### config.mk
export PLATFORM = sky130hd
export DESIGN_NAME = alu_share_ctrl
export DESIGN_NICKNAME = d
export VERILOG_FILES = /design/src/rtl/alu_share_ctrl.sv
export SDC_FILE = /design/constraint.sdc
export NUM_CORES = 1
export LEC_CHECK = 0
export ABC_AREA = 1
export BUFFER_PORTS_ARGS = -buffer_cell sky130_fd_sc_hd__buf_2
export CAP_MARGIN = 20
export CELL_PAD_IN_SITES_DETAIL_PLACEMENT = 1
export CELL_PAD_IN_SITES_GLOBAL_PLACEMENT = 2
export CORE_MARGIN = 2
export CORE_UTILIZATION = 26
export DETAILED_ROUTE_END_ITERATION = 10
export HOLD_SLACK_MARGIN = 0.08
export PLACE_DENSITY = 0.81
export RECOVER_POWER = 25
export REMOVE_ABC_BUFFERS = 1
export SLEW_MARGIN = 40
export SYNTH_ARGS = -nofsm -noshare
export SYNTH_HDL_FRONTEND = slang
export SYNTH_SLANG_ARGS = --single-unit
### constraint.sdc
create_clock -name clk -period 2.25 [get_ports clk]
set_input_delay 0.225 -clock clk [delete_from_list [all_inputs] [get_ports clk]]
set_output_delay 0.225 -clock clk [all_outputs]
set_load 0.01 [all_outputs]
### src/rtl/alu_share_ctrl.sv
`timescale 1ns/1ps
// -----------------------------------------------------------------------------
// alu_share_ctrl
//
// Shares one external 4-op ALU between two requesters. A round-robin arbiter
// picks a requester in IDLE, the operands are presented to the ALU, the result
// is captured after a fixed settle time, and then it is handed back through a
// valid/ready response handshake.
//
// The external ALU only re-evaluates when its op-select S changes. Every
// operation therefore starts with one PRIME cycle that drives S = op ^ 2'b01.
// This forces a change even when two identical ops run back to back.
//
// Sequence: IDLE -> PRIME -> EXEC (SETTLE cycles) -> CAPT -> RESP -> IDLE
//
// Parameters
//   W          operand/result width (must match the ALU)
//   SETTLE     cycles the final S/X/Y are held before capture (1..7)
//
// Ports
//   clk        rising-edge clock
//   rst        synchronous, active-high reset
//   req_valid  [1:0]   request valid per requester
//   req_ready  [1:0]   one-cycle accept pulse, at most one bit set
//   req_op     [3:0]   {op1, op0} ALU op select per requester
//   req_x      [2W-1:0] {x1, x0}
//   req_y      [2W-1:0] {y1, y0}
//   rsp_valid  [1:0]   response valid for the granted requester
//   rsp_ready  [1:0]   requester takes the response
//   rsp_f      [W-1:0] captured ALU F
//   rsp_ovf            captured ALU overflow
//   rsp_cout           captured ALU carry-out
//   alu_x/alu_y        operands to the ALU
//   alu_s      [1:0]   op select to the ALU
//   alu_f/alu_ovf/alu_cout  results from the ALU
//   busy               high in every state except IDLE
// -----------------------------------------------------------------------------
module alu_share_ctrl #(
    parameter int W      = 5,
    parameter int SETTLE = 1
) (
    input  logic             clk,
    input  logic             rst,
    input  logic [1:0]       req_valid,
    output logic [1:0]       req_ready,
    input  logic [3:0]       req_op,
    input  logic [2*W-1:0]   req_x,
    input  logic [2*W-1:0]   req_y,
    output logic [1:0]       rsp_valid,
    input  logic [1:0]       rsp_ready,
    output logic [W-1:0]     rsp_f,
    output logic             rsp_ovf,
    output logic             rsp_cout,
    output logic [W-1:0]     alu_x,
    output logic [W-1:0]     alu_y,
    output logic [1:0]       alu_s,
    input  logic [W-1:0]     alu_f,
    input  logic             alu_ovf,
    input  logic             alu_cout,
    output logic             busy
);

    typedef enum logic [2:0] {
        IDLE  = 3'd0,
        PRIME = 3'd1,
        EXEC  = 3'd2,
        CAPT  = 3'd3,
        RESP  = 3'd4
    } state_t;

    // EXEC lasts cnt+1 cycles, so it is loaded with SETTLE-1.
    localparam logic [2:0] CNT_LOAD = 3'(SETTLE - 1);

    state_t         state;
    state_t         state_nxt;
    logic           last_grant;
    logic           grant;
    logic           sel;
    logic           take;
    logic [1:0]     op_q;
    logic [1:0]     op_sel;
    logic [W-1:0]   x_sel;
    logic [W-1:0]   y_sel;
    logic [2:0]     cnt;

    assign busy = (state != IDLE);

    // -------------------------------------------------------------------------
    // State register
    // -------------------------------------------------------------------------
    always_ff @(posedge clk) begin
        if (rst) begin
            state <= IDLE;
        end else begin
            state <= state_nxt;
        end
    end

    // -------------------------------------------------------------------------
    // Next state, arbitration and accept pulse
    // -------------------------------------------------------------------------
    always_comb begin
        state_nxt = state;
        req_ready = 2'b00;
        take      = 1'b0;

        // On a tie the requester that did not win last time is chosen.
        sel    = (&req_valid) ? ~last_grant : req_valid[1];
        op_sel = sel ? req_op[3:2]    : req_op[1:0];
        x_sel  = sel ? req_x[2*W-1:W] : req_x[W-1:0];
        y_sel  = sel ? req_y[2*W-1:W] : req_y[W-1:0];

        case (state)
            IDLE: begin
                // The accept pulse is suppressed while reset is held so no
                // request is consumed that the controller will not serve.
                if (!rst && (|req_valid)) begin
                    take      = 1'b1;
                    req_ready = sel ? 2'b10 : 2'b01;
                    state_nxt = PRIME;
                end
            end
            PRIME: state_nxt = EXEC;
            EXEC: begin
                if (cnt == 3'd0) begin
                    state_nxt = CAPT;
                end
            end
            CAPT: state_nxt = RESP;
            RESP: begin
                // Only the granted requester's ready bit completes the response.
                if (rsp_ready[grant]) begin
                    state_nxt = IDLE;
                end
            end
            default: state_nxt = IDLE;
        endcase
    end

    // -------------------------------------------------------------------------
    // Operand latch, ALU drive, settle counter, result capture and response
    // -------------------------------------------------------------------------
    always_ff @(posedge clk) begin
        if (rst) begin
            last_grant <= 1'b1;
            grant      <= 1'b0;
            op_q       <= 2'b00;
            cnt        <= 3'd0;
            alu_x      <= '0;
            alu_y      <= '0;
            alu_s      <= 2'b00;
            rsp_valid  <= 2'b00;
            rsp_f      <= '0;
            rsp_ovf    <= 1'b0;
            rsp_cout   <= 1'b0;
        end else begin
            case (state)
                IDLE: begin
                    if (take) begin
                        grant      <= sel;
                        last_grant <= sel;
                        op_q       <= op_sel;
                        // Operands go straight to the ALU registers; they are
                        // held unchanged until the next grant.
                        alu_x      <= x_sel;
                        alu_y      <= y_sel;
                        // PRIME select differs from the real op in bit 0.
                        alu_s      <= op_sel ^ 2'b01;
                    end
                end
                PRIME: begin
                    alu_s <= op_q;
                    cnt   <= CNT_LOAD;
                end
                EXEC: begin
                    if (cnt != 3'd0) begin
                        cnt <= cnt - 3'd1;
                    end
                end
                CAPT: begin
                    rsp_f     <= alu_f;
                    rsp_ovf   <= alu_ovf;
                    rsp_cout  <= alu_cout;
                    rsp_valid <= grant ? 2'b10 : 2'b01;
                end
                RESP: begin
                    if (rsp_ready[grant]) begin
                        rsp_valid <= 2'b00;
                    end
                end
                default: ;
            endcase
        end
    end

endmodule
==> flow_summary.ini <==
[cells_and_area]
area_delta_synth_final_pct = 30.3
design.final.nets = 307
drive_above_1_share_pct = 32.0
total_inserted_antenna_cells = 0
filler_cell_count = 733

[drt]
drc_errors = 0
drtIter0Drc = 39
drt_pass1_iterations = 4
route.detailed.wl_per_inst_um = 11.8
totalWireLength_mm = 4.01
avgViaCountPerCell = 4.33
route.antenna.remaining_nets = 0
dr_total_vias = 1476

[synth]
yosys-mux-area-fraction_pct = 0
synth-compound-area-share_pct = 12.7
synth_fa_ha_area_share_pct = 1.69
post_synth_inst_count = 207
synthXorXnorAreaFrac_pct = 0
share_of_the_yosys_chip_area_belonging_to_registers_pct = 41.9
count_of_different_cell_masters_after_synthesis = 21
synthesis.yosys.warnings = 0
synth_simple_gate_area_share_pct = 35.7
synth_top_family_by_area = simple AND/OR/NAND/NOR gates
syn_area_mm2 = 0.00148
yosys.area.top_type = dfxtp_1
netlist.area_leader.share_pct = 41.9
syn_avg_cell_area_um2 = 7.15
yosys_reg_bits = 31
post_synth_main_area_contributors = dfxtp_1 (42%), nand2_1 (17%), a21oi_2 (5.3%)

[worst_setup_path]
critical_path_buf_inv_count = 2
worst-endpoint-arrival_ns = 1.56
setup.worst_path.start_class = flop
slowest_stage = dfxtp_1
critPathCaptureType = primary output
worstPathRequired_ns = 2.03
crit_family = simple AND/OR/NAND/NOR gates
ws_path_type = reg2out
crit_start = last_grant
timing.rr.start = cnt[0]
critical_path.cell_chain = nand2_1 -> nand2_1 -> inv_2 -> nor2_1 -> buf_2
worstPathMaxFanout = 13
critical_path.max_stage_delay_ns = 0.34
crit_top_cell = nand2_1

[global_route]
grt_overflow = 0
pin_count_of_the_biggest_net_entering_global_routing = 17
grt_util_all_layers_pct = 13.7
first_global_vias = 1389
antenna_found_initial = 0
global_route_wire_length_before_repair_mm = 6.61

[floorplan]
design.die.area_mm2 = 0.00631
io-pin-count = 61
placeableCoreArea_mm2 = 0.00551
fp.dieH_um = 79.5
initial_utilization_pct = 26.9
floorplan.rows = 27
floorplan.die.width_um = 79.5

[timing]
finalWorstPathRequiredPeriod_ns = 1.79
finalSetupTns_ns = 0
final-max-slew-violation-count = 0
grt_setup_unrepaired = false
tightest_slew_ns = 0.420
maxSlewHeadroom_pct = 72.0
fmaxAchievable_ghz = 0.559
finalCritPeriodShare_pct = 79.4
timing.final.setup_violations = 0
hold_viol = 0
fin_hold_ws_ns = 0.194
clock_skew_ns = 0.00731

[cts]
cts-root-buf = clkbuf_8
cts.sink_count = 31
tritoncts = yes
post_cts_buffers = 0
max-clock-path-buffers = 2
cts_inserted_buffers = 5
cts_hold_buffers = 0
post_cts.resized_instances = 0
cts.htree.levels = 2
worst_setup_hold_path_clk_slew_ns = 0.07
insertion_delay_ns = 0.28

[power]
cellPowerDensity_mw_per_mm2 = 873
power.leakage_uw = 0.000929
ir_worst_vdd_uv = 319

[placed_design]
estimated_wirelength_of_the_detail_placed_design_mm = 3.05
place.gp.congestion = 0.712
port_buffers = 60

[min_path]
timing.hold.worst.class = in2reg
hold_path.startpoint = alu_f[2]

[run]
cap_violations = 0

[outcome]
run_status = completed
## path summary, 6_finish.rpt
check | endpoint | slack [ns] | cells past startpoint
max | req_ready[0] | 0.46 | 5
min | rsp_f[2] | 0.19 | 3
max reg2reg | cnt[1] | 0.81 | 8
min reg2reg | rsp_valid[0] | 0.47 | 2
## final cells by class
class	instances	area, µm²	area share [%]
multi-input combinational	152	741	38.4
sequential	31	621	32.2
timing repair buffer	62	299	15.5
tap	72	90.1	4.67
clock buffer	6	82.6	4.28
inverter	16	60.1	3.11
clock inverter	2	35.0	1.82
## sequential cells by signal (all words and copies together), names as in the netlist
name	flops
alu_x	5
alu_y	5
rsp_f	5
cnt	3
state	3
alu_s	2
op_q	2
rsp_valid	2
grant	1
last_grant	1
rsp_cout	1
rsp_ovf	1
## through the flow
step	util (%)	worst slack, ns	instance area (µm²)	instances	total power (µW)
after floorplan	-	0.990	1420	199	976
after global routing	35.0	0.315	1930	341	1810
after detailed placement	33.2	0.684	1830	333	1140
after global placement	33.2	0.686	1830	333	1130
after CTS	35.3	0.398	1940	341	1730
final	35.0	0.462	1930	341	1680
## kinds of logic (layout without fill, tap and decap cells)
logic type      after synthesis  count (layout)
simple gates                120             120
flops                        31              31
buf+inv                      24              86
fa+ha+maj                     2               2
compound gates               30              30
## where the power goes
| group | leakage, µW | total (µW) | switching (µW) | internal (µW) |
|---|---|---|---|---|
| Sequential | 0.000253 | 676 | 52.6 | 624 |
| Combinational | 0.000614 | 435 | 267 | 168 |
| Clock | 0.0000612 | 572 | 214 | 358 |
| Total | 0.000929 | 1680 | 533 | 1150 |
## cells in the final DEF (no fill, tap or decap)
cell	n
o21ai_0	13
nand2_4	1
buf_4	2
nor2_1	20
inv_2	4
nor2_4	2
clkbuf_8	6
nor2_2	1
a21oi_1	7
o21ai_2	1
a21oi_2	9
bufinv_16	1
dfxtp_1	31
nand2_2	11
nor3_1	2
nand2_1	69
clkinv_2	1
buf_2	47
clkbuf_1	13
nand3_1	12
inv_1	12
nand3b_1	2
ha_1	2
## worst min-delay path: stages
cell and delay (ns):
buf_2 0.07, o21ai_0 0.07, nor2_1 0.07
## layer usage
layer  up-vias  part of all wire (%)  GRT usage [%]
li1        772                     -              -
met1       648                    44           16.2
met2        51                    46           22.4
met3         5                   8.9           4.98
met4         0                   1.2           5.17
met5         -                     0              0
## synthesized netlist by cell type
| cell | n |
|---|---|
| o21ai_2 | 1 |
| nand2_2 | 11 |
| nand3b_1 | 2 |
| nand2_1 | 69 |
| ha_1 | 2 |
| clkbuf_1 | 1 |
| nand2_4 | 1 |
| o21ai_0 | 13 |
| nor2_1 | 20 |
| nor2_4 | 2 |
| inv_2 | 4 |
| dfxtp_1 | 31 |
| nor2_2 | 1 |
| nor3_1 | 2 |
| inv_1 | 12 |
| buf_4 | 3 |
| buf_2 | 2 |
| nand3_1 | 12 |
| buf_6 | 2 |
| a21oi_2 | 9 |
| a21oi_1 | 7 |
Note: power is estimated with default switching activity, not from simulation.
